`src/rtl/id_hazard_ctrl_pkg.sv`:
```
// Shared types and constants for the ID-stage hazard/sequencing controller.
package id_hazard_ctrl_pkg;

  typedef enum logic [1:0] {
    RUN      = 2'd0,
    LU_STALL = 2'd1,
    MEM_WAIT = 2'd2,
    TIMEOUT  = 2'd3
  } state_t;

  localparam logic [4:0] REG_ZERO = 5'd0;

  // ID/EX control-field widths and position of memread inside the M field
  localparam int WB_W          = 2;
  localparam int M_W           = 3;
  localparam int EX_W          = 4;
  localparam int M_MEMREAD_BIT = 1;

  function automatic logic load_use(input logic       ex_memread,
                                    input logic [4:0] ex_rt,
                                    input logic [4:0] id_rs,
                                    input logic [4:0] id_rt,
                                    input logic       id_uses_rt);
    return ex_memread && (ex_rt != REG_ZERO) &&
           ((ex_rt == id_rs) || (id_uses_rt && (ex_rt == id_rt)));
  endfunction

endpackage

```
`src/rtl/id_hazard_ctrl_sat_counter.sv`:
```
// Saturating up-counter with synchronous clear and asynchronous active-low reset.
module sat_counter #(
  parameter int           W   = 8,
  parameter logic [W-1:0] MAX = '1
) (
  input  logic         clk,
  input  logic         rst_n,
  input  logic         clr,
  input  logic         en,
  output logic [W-1:0] cnt
);

  always_ff @(posedge clk or negedge rst_n) begin
    if (!rst_n) begin
      cnt <= '0;
    end else if (clr) begin
      cnt <= '0;
    end else if (en && (cnt != MAX)) begin
      cnt <= cnt + 1'b1;
    end
  end

endmodule

```
`src/rtl/id_hazard_ctrl.sv`:
```
// Load-use / branch-flush / memory-stall sequencing for the ID stage.
// Optional statistics outputs are enabled by defining HAZARD_STATS_EN.
module id_hazard_ctrl
  import id_hazard_ctrl_pkg::*;
#(
  parameter int MAX_WAIT = 15,
  parameter int WAIT_W   = 8,
  parameter int CNT_W    = 32
) (
  input  logic             clk,
  input  logic             rst_n,
  input  logic [4:0]       id_rs,
  input  logic [4:0]       id_rt,
  input  logic             id_uses_rt,
  input  logic             ex_memread,
  input  logic [4:0]       ex_rt,
  input  logic             branch_taken,
  input  logic             dmem_wait,
  output logic             pc_write,
  output logic             if_id_write,
  output logic             if_id_flush,
  output logic             id_ex_bubble,
  output logic             ex_mem_flush,
  output logic             pipe_freeze,
`ifdef HAZARD_STATS_EN
  output logic [CNT_W-1:0] stall_cycles,
  output logic [CNT_W-1:0] flush_count,
  output logic [CNT_W-1:0] lu_count,
`endif
  output logic             timeout_err
);

  state_t            state_reg, state_next;
  logic [WAIT_W-1:0] wait_cnt;
  logic              cnt_inc, cnt_clr, lu_stall;
  logic              lu;
  logic              pc_w_c, if_w_c, if_f_c, bub_c, exf_c, frz_c;

  assign lu = load_use(ex_memread, ex_rt, id_rs, id_rt, id_uses_rt);

  always_comb begin
    pc_w_c     = 1'b1;
    if_w_c     = 1'b1;
    if_f_c     = 1'b0;
    bub_c      = 1'b0;
    exf_c      = 1'b0;
    frz_c      = 1'b0;
    cnt_inc    = 1'b0;
    cnt_clr    = 1'b0;
    lu_stall   = 1'b0;
    state_next = state_reg;
    case (state_reg)
      RUN, LU_STALL, MEM_WAIT: begin
        // Memory stall outranks a branch: the branch stays parked in MEM
        if (dmem_wait) begin
          pc_w_c  = 1'b0;
          if_w_c  = 1'b0;
          frz_c   = 1'b1;
          cnt_inc = 1'b1;
          if (state_reg == MEM_WAIT && wait_cnt == WAIT_W'(MAX_WAIT))
            state_next = TIMEOUT;
          else
            state_next = MEM_WAIT;
        end else begin
          cnt_clr = 1'b1;
          if (branch_taken) begin
            if_f_c     = 1'b1;
            bub_c      = 1'b1;
            exf_c      = 1'b1;
            state_next = RUN;
          end else if (lu && state_reg != LU_STALL) begin
            pc_w_c     = 1'b0;
            if_w_c     = 1'b0;
            bub_c      = 1'b1;
            lu_stall   = 1'b1;
            state_next = LU_STALL;
          end else begin
            state_next = RUN;
          end
        end
      end
      default: begin
        pc_w_c = 1'b0;
        if_w_c = 1'b0;
        frz_c  = 1'b1;
      end
    endcase
  end

  always_ff @(posedge clk or negedge rst_n) begin
    if (!rst_n) state_reg <= RUN;
    else        state_reg <= state_next;
  end

  sat_counter #(.W(WAIT_W), .MAX(WAIT_W'(MAX_WAIT))) u_wait_cnt (
    .clk(clk), .rst_n(rst_n), .clr(cnt_clr), .en(cnt_inc), .cnt(wait_cnt)
  );

  // Reset forces a squash-everything, hold-fetch pattern into the pipeline
  assign pc_write     = rst_n & pc_w_c;
  assign if_id_write  = rst_n & if_w_c;
  assign if_id_flush  = ~rst_n | if_f_c;
  assign id_ex_bubble = ~rst_n | bub_c;
  assign ex_mem_flush = ~rst_n | exf_c;
  assign pipe_freeze  = rst_n & frz_c;
  assign timeout_err  = rst_n & (state_reg == TIMEOUT);

`ifdef HAZARD_STATS_EN
  sat_counter #(.W(CNT_W)) u_stall_cnt (
    .clk(clk), .rst_n(rst_n), .clr(1'b0), .en(~pc_write), .cnt(stall_cycles)
  );
  sat_counter #(.W(CNT_W)) u_flush_cnt (
    .clk(clk), .rst_n(rst_n), .clr(1'b0), .en(if_id_flush), .cnt(flush_count)
  );
  sat_counter #(.W(CNT_W)) u_lu_cnt (
    .clk(clk), .rst_n(rst_n), .clr(1'b0), .en(lu_stall), .cnt(lu_count)
  );
`endif

endmodule

```
`config.mk`:
```
export PLATFORM = sky130hd
export DESIGN_NAME = id_hazard_ctrl
export DESIGN_NICKNAME = d
export VERILOG_FILES = /design/src/rtl/id_hazard_ctrl_pkg.sv /design/src/rtl/id_hazard_ctrl_sat_counter.sv /design/src/rtl/id_hazard_ctrl.sv
export SDC_FILE = /design/constraint.sdc
export NUM_CORES = 1
export LEC_CHECK = 0
export CAP_MARGIN = 30
export CELL_PAD_IN_SITES_DETAIL_PLACEMENT = 1
export CELL_PAD_IN_SITES_GLOBAL_PLACEMENT = 2
export CORE_MARGIN = 1.5
export CORE_UTILIZATION = 22
export CTS_BUF_LIST = sky130_fd_sc_hd__clkbuf_16
export CTS_CLUSTER_DIAMETER = 40
export DETAILED_ROUTE_END_ITERATION = 8
export PLACE_DENSITY = 0.8
export REMOVE_ABC_BUFFERS = 1
export SYNTH_ARGS = -nofsm -noshare
export SYNTH_HDL_FRONTEND = slang
export SYNTH_SLANG_ARGS = --single-unit
```
`constraint.sdc`:
```
create_clock -name clk -period 1.7 [get_ports clk]
set_clock_uncertainty 0.05 [all_clocks]
set_input_delay 0.34 -clock clk [delete_from_list [all_inputs] [get_ports clk]]
set_output_delay 0.34 -clock clk [all_outputs]
set_load 0.05 [all_outputs]
```
== Word-level counts from Yosys, hierarchy flattened ==
Index checks and enable logic that the tools add are counted.

* ROM bits: 0
* Bits of input ports: 21
* Bits in registers: 10
* Bits in writable memories: 0
* Memories kept: 0
* Bits in latches: 0
* Word-level logic and storage cells: 50

* Mux-type cells: 22
* Bitwise logic cells: 6
* Order comparisons: 0
* Reduce and logical (&&, ||, !) cells: 11
* $mul: 0
* Add/subtract/negate cells: 1
* Div/mod/pow operators: 0
* Shift operators: 0
* Equality and inequality tests: 8

{| class="wikitable"
|+ Operators with widths
! cell !! count
|-
| 2-to-1 mux 1 bit || 19
|-
| 2-to-1 mux 8 bit || 2
|-
| equality test 5 bit || 2
|-
| adder 8 x 1 -> 8 bit (second input constant) || 1
|-
| equality test 8 x 4 -> 1 bit (second input constant) || 1
|-
| inequality test 8 x 4 -> 1 bit (second input constant) || 1
|-
| logical AND 1 bit || 6
|-
| nonzero test 5 bit || 1
|-
| equality test 2 bit (second input constant) || 2
|-
| AND 1 bit || 3
|-
| OR reduction 3 bit || 1
|-
| equality test 2 x 1 -> 1 bit (second input constant) || 1
|-
| logical NOT 2 bit || 1
|-
| 2-to-1 mux 2 bit || 1
|-
| inequality test 2 x 1 -> 1 bit (second input constant) || 1
|-
| OR 1 bit || 2
|-
| nonzero test 2 bit || 1
|-
| logical OR 1 bit || 1
|-
| inverter 1 bit || 1
|}

== Logic depth before layout (Yosys ltp) ==
* Depth after elaboration: 10
* Mapped depth: 6
* Mapped depth without buffers: 5

== Cells and area by module ==
Synthesis repeated with hierarchy kept, for this count alone.

* Cell total of the unflattened synthesis: 80
* Area total of the unflattened synthesis: 760.7 µm²

{| class="wikitable"
|+ Modules (own cells, without submodules)
! module !! area an instance (µm²) !! seq. area each (µm²) !! cells each !! instances
|-
| sat_counter || 449.2 || 200.2 || 45 || 1
|-
| id_hazard_ctrl || 311.5 || 50.0 || 35 || 1
|}

== Worst setup path after synthesis ==
No wires, ideal clock.

* Path type: register -> output
* Start point: register state_reg[1]
* End point: output port id_ex_bubble
* Stages on the path, launching flop included: 5
* Path slack: -0.903 ns
* Required time: 1.310 ns
* Path buffers: 0
* Data arrival time: 2.213 ns
* Path through: dfrtp_1 -> and2_1 -> nor2_1 -> inv_1 -> o311ai_1

* Longest elaborated chain between the ends: 7
* Elaborated cells between the ends (all ways): 11

{| class="wikitable"
|+ RTL lines
! element !! RTL line !! text
|-
| start, declared || id_hazard_ctrl.sv:33 || <nowiki>state_t state_reg, state_next;</nowiki>
|-
| start signal, assigned || id_hazard_ctrl.sv:92 || <nowiki>else state_reg <= state_next;</nowiki>
|-
| inequality test 2 x 1 -> 1 bit || id_hazard_ctrl.sv:71 || <nowiki>end else if (lu && state_reg != LU_STALL) begin</nowiki>
|-
| logical AND 1 bit || id_hazard_ctrl.sv:71 ||
|-
| 2-to-1 mux 1 bit || id_hazard_ctrl.sv:71 ||
|-
| 2-to-1 mux 1 bit || id_hazard_ctrl.sv:66 || <nowiki>if (branch_taken) begin</nowiki>
|-
| 2-to-1 mux 1 bit || id_hazard_ctrl.sv:55 || <nowiki>if (dmem_wait) begin</nowiki>
|-
| 2-to-1 mux 1 bit (*) || id_hazard_ctrl.sv:52 || <nowiki>case (state_reg)</nowiki>
|-
| OR 1 bit (*) || id_hazard_ctrl.sv:103 || <nowiki>assign id_ex_bubble = ~rst_n | bub_c;</nowiki>
|-
| end, declared || id_hazard_ctrl.sv:22 || <nowiki>output logic id_ex_bubble,</nowiki>
|}

Every way passes the cells marked *; elsewhere a longest branch is shown, timed or not.

== Worst setup path after layout ==
* Start point: input port id_rt[2]
* End point: output port id_ex_bubble

* Longest elaborated chain between the ends: 10

{| class="wikitable"
|+ RTL lines
! element !! RTL line !! text
|-
| start, declared || id_hazard_ctrl.sv:13 || <nowiki>input logic [4:0] id_rt,</nowiki>
|-
| equality test 5 bit || id_hazard_ctrl_pkg.sv:25 || <nowiki>((ex_rt == id_rs) || (id_uses_rt && (ex_rt == id_rt)));</nowiki>
|-
| logical AND 1 bit || id_hazard_ctrl_pkg.sv:25 ||
|-
| logical OR 1 bit || id_hazard_ctrl_pkg.sv:25 ||
|-
| logical AND 1 bit || id_hazard_ctrl_pkg.sv:24 || <nowiki>return ex_memread && (ex_rt != REG_ZERO) &&</nowiki>
|-
| logical AND 1 bit || id_hazard_ctrl.sv:71 ||
|-
| 2-to-1 mux 1 bit || id_hazard_ctrl.sv:71 ||
|-
| 2-to-1 mux 1 bit || id_hazard_ctrl.sv:66 ||
|-
| 2-to-1 mux 1 bit || id_hazard_ctrl.sv:55 ||
|-
| 2-to-1 mux 1 bit || id_hazard_ctrl.sv:52 ||
|-
| OR 1 bit || id_hazard_ctrl.sv:103 ||
|}

Every way passes these cells.

==> impl_metrics.tcl <==
set metrics [dict create \
    avgViaCountPerCell 4.68 \
    tns_ns -1.03 \
    row_count 20 \
    fmax_mhz 482 \
    port_buffers 27 \
    dpl.hpwl_mm 1.90 \
    finalSetupViolCount 3 \
    final_common_cell "buf_4" \
    synth_seq_cells 10 \
    synth_edf_count 0 \
    gp_congestion 0.813 \
    diodes 0 \
    synth_top_cell_by_area "dfrtp_1" \
    die_h_um 61.0 \
    synth-main-ff-cell "dfrtp_1" \
    ctsLongestPathBuffers 2 \
    vias 791 \
    rsz0062_at_grt "yes" \
    area_delta_synth_final_pct 87.6 \
    crit_type "in2out" \
    cp_max_fo 3 \
    cts_made_buffers 3 \
    violations "negative setup slack" \
    holdWs_ns 0.273 \
    cts_tree "yes" \
    vdd_drop_max_mv 0.301 \
    avgRoutedWirePerCell_um 15.1 \
    pin_count 28 \
    nFillCells 370 \
    synthArstFlopShare 1.00 \
    fin_nets 149 \
    firstDrtPassIters 4 \
    cts_max_level 1 \
    power.density_nw_per_um2 659 \
    dp_cells 161 \
    period_needed_ns 2.07 \
    final_cells 169 \
    drcViolationCount 0 \
    start_kind "input pin" \
    initial_core_util 0.236 \
    grt_pass1_vias 920 \
    outcome "complete, but fails checks" \
    cp-end-kind "primary output" \
    multi_input_area_um2 522 \
    detail-route-antenna-nets 0 \
    maxSlewViolCount 0 \
    grt_pass1_wl_mm 4.07 \
    setup_ws_ns -0.375 \
    seq_area_um2 250 \
    final_util 0.444 \
    synth_area_leaders "dfrtp_1 (34%), xor2_1 (11%), xnor2_1 (7.1%)" \
    worst_pin_slew_ns 0.379 \
    routed_wirelength_mm 2.56 \
    ff2ff_setup_slack_ns 0.11 \
    layout_common_cells "buf_4 (21), dfrtp_1 (10), xor2_1 (8), dlygate4sd2_1 (7)" \
    antenna_found_initial 0 \
    period_share 1.22 \
    largest_reg_flops 8 \
    hold_viol 0 \
    synth.yosys.seq_area_share 0.338 \
    final_area_um2 1390 \
    cts_root_buffer "clkbuf_16" \
    overflow 0 \
    synth_top_area_share 0.338 \
    dieArea_um2 3720 \
    drv_cap 0 \
    die_x_um 61.0 \
    ys_types 32 \
    crit_required_ns 1.31 \
    critPathArrivalTime_ns 1.68 \
    syn-cell-area_um2 739 \
    holdBufCountCts 0 \
    slew_headroom 0.746 \
    hold_class "in2async" \
    drt_iter0_drc 31 \
    leakage_uw 0.000611 \
    yosysWarnings 0 \
    cts_sinks 10 \
    clk_pin_slew_ns 0.04 \
    fp.coreArea_um2 3130 \
    grt_max_degree 12 \
    clk_latency_ns 0.24 \
    drive_above_1_share 0.448 \
    avgSynthCellArea_um2 9.48 \
    dpl_cell_area_um2 1210 \
    synth_cells 78 \
    grt_usage 0.150 \
]
-- layer usage --
layer  vias up  track usage  wire length [µm]
li1        376            -                 -
met1       388        0.137               943
met2        27        0.316              1470
met3         0       0.0448               139
met4         0       0.0311                 0
met5         -            0                 0
-- area by class of cell --
cell class              count  share of cell area
clock buffers               3              0.0541
flip-flops and latches     10               0.180
inverters                   4              0.0108
repair buffers             49               0.339
well taps                  44              0.0397
multi-input cells          59               0.376
-- cells in the mapped netlist, types with 2 or more instances --
cell	n
buf_2	2
a22o_1	2
buf_4	2
xnor2_1	6
o21ai_0	2
inv_1	4
a211oi_1	2
and2_1	2
nand2_1	4
dfrtp_1	10
nand3_1	2
and3_1	3
a311oi_1	2
xor2_1	9
nor2_1	7
a21oi_1	2
nor3_1	2
-- critical path, cell delays in order --
cell and delay, ns:
buf_6 0.10, xor2_2 0.17, nor4_2 0.29, a32oi_2 0.18
o311ai_1 0.31, buf_4 0.17, buf_12 0.13
-- worst paths after layout --
kind	from	endpoint	depth (start not counted)
max in group asynchronous	rst_n	u_wait_cnt.cnt[0]	2
min	rst_n	state_reg[1]	2
min in group clk	dmem_wait	state_reg[1]	3
min reg2reg	u_wait_cnt.cnt[3]	u_wait_cnt.cnt[3]	2
max	id_rt[2]	id_ex_bubble	7
max reg2reg	u_wait_cnt.cnt[1]	u_wait_cnt.cnt[6]	5
-- report_power, final --
part,total [µW],internal (µW),switching (µW)
Clock,417,305,112
Combinational,243,126,116
Sequential,254,247,6.63
-- cell families (layout without fill, tap and decap cells) --
logic type	count (synthesis)	in the layout	synth area share
xor+xnor	15	15	0.178
simple gates	26	26	0.217
fa+ha+maj	1	1	0.0169
buf+inv	9	56	0.0694
flops	10	10	0.338
compound gates	17	17	0.181
-- through the flow --
stage / worst slack [ns] / power [µW]
after floorplan: -1.02 / 341
after global placement: -0.776 / 476
after detailed placement: -0.832 / 484
after CTS: -0.381 / 915
after global routing: -0.416 / 949
final: -0.375 / 914
-- what timing repair did --
action | CTS | global route
pin swaps | 15 | 4
endpoints found under the setup margin | 9 | 8
buffers inserted | 3 | 2
gates resized for setup | 58 | 4
Power figures use the tool's default switching activity.
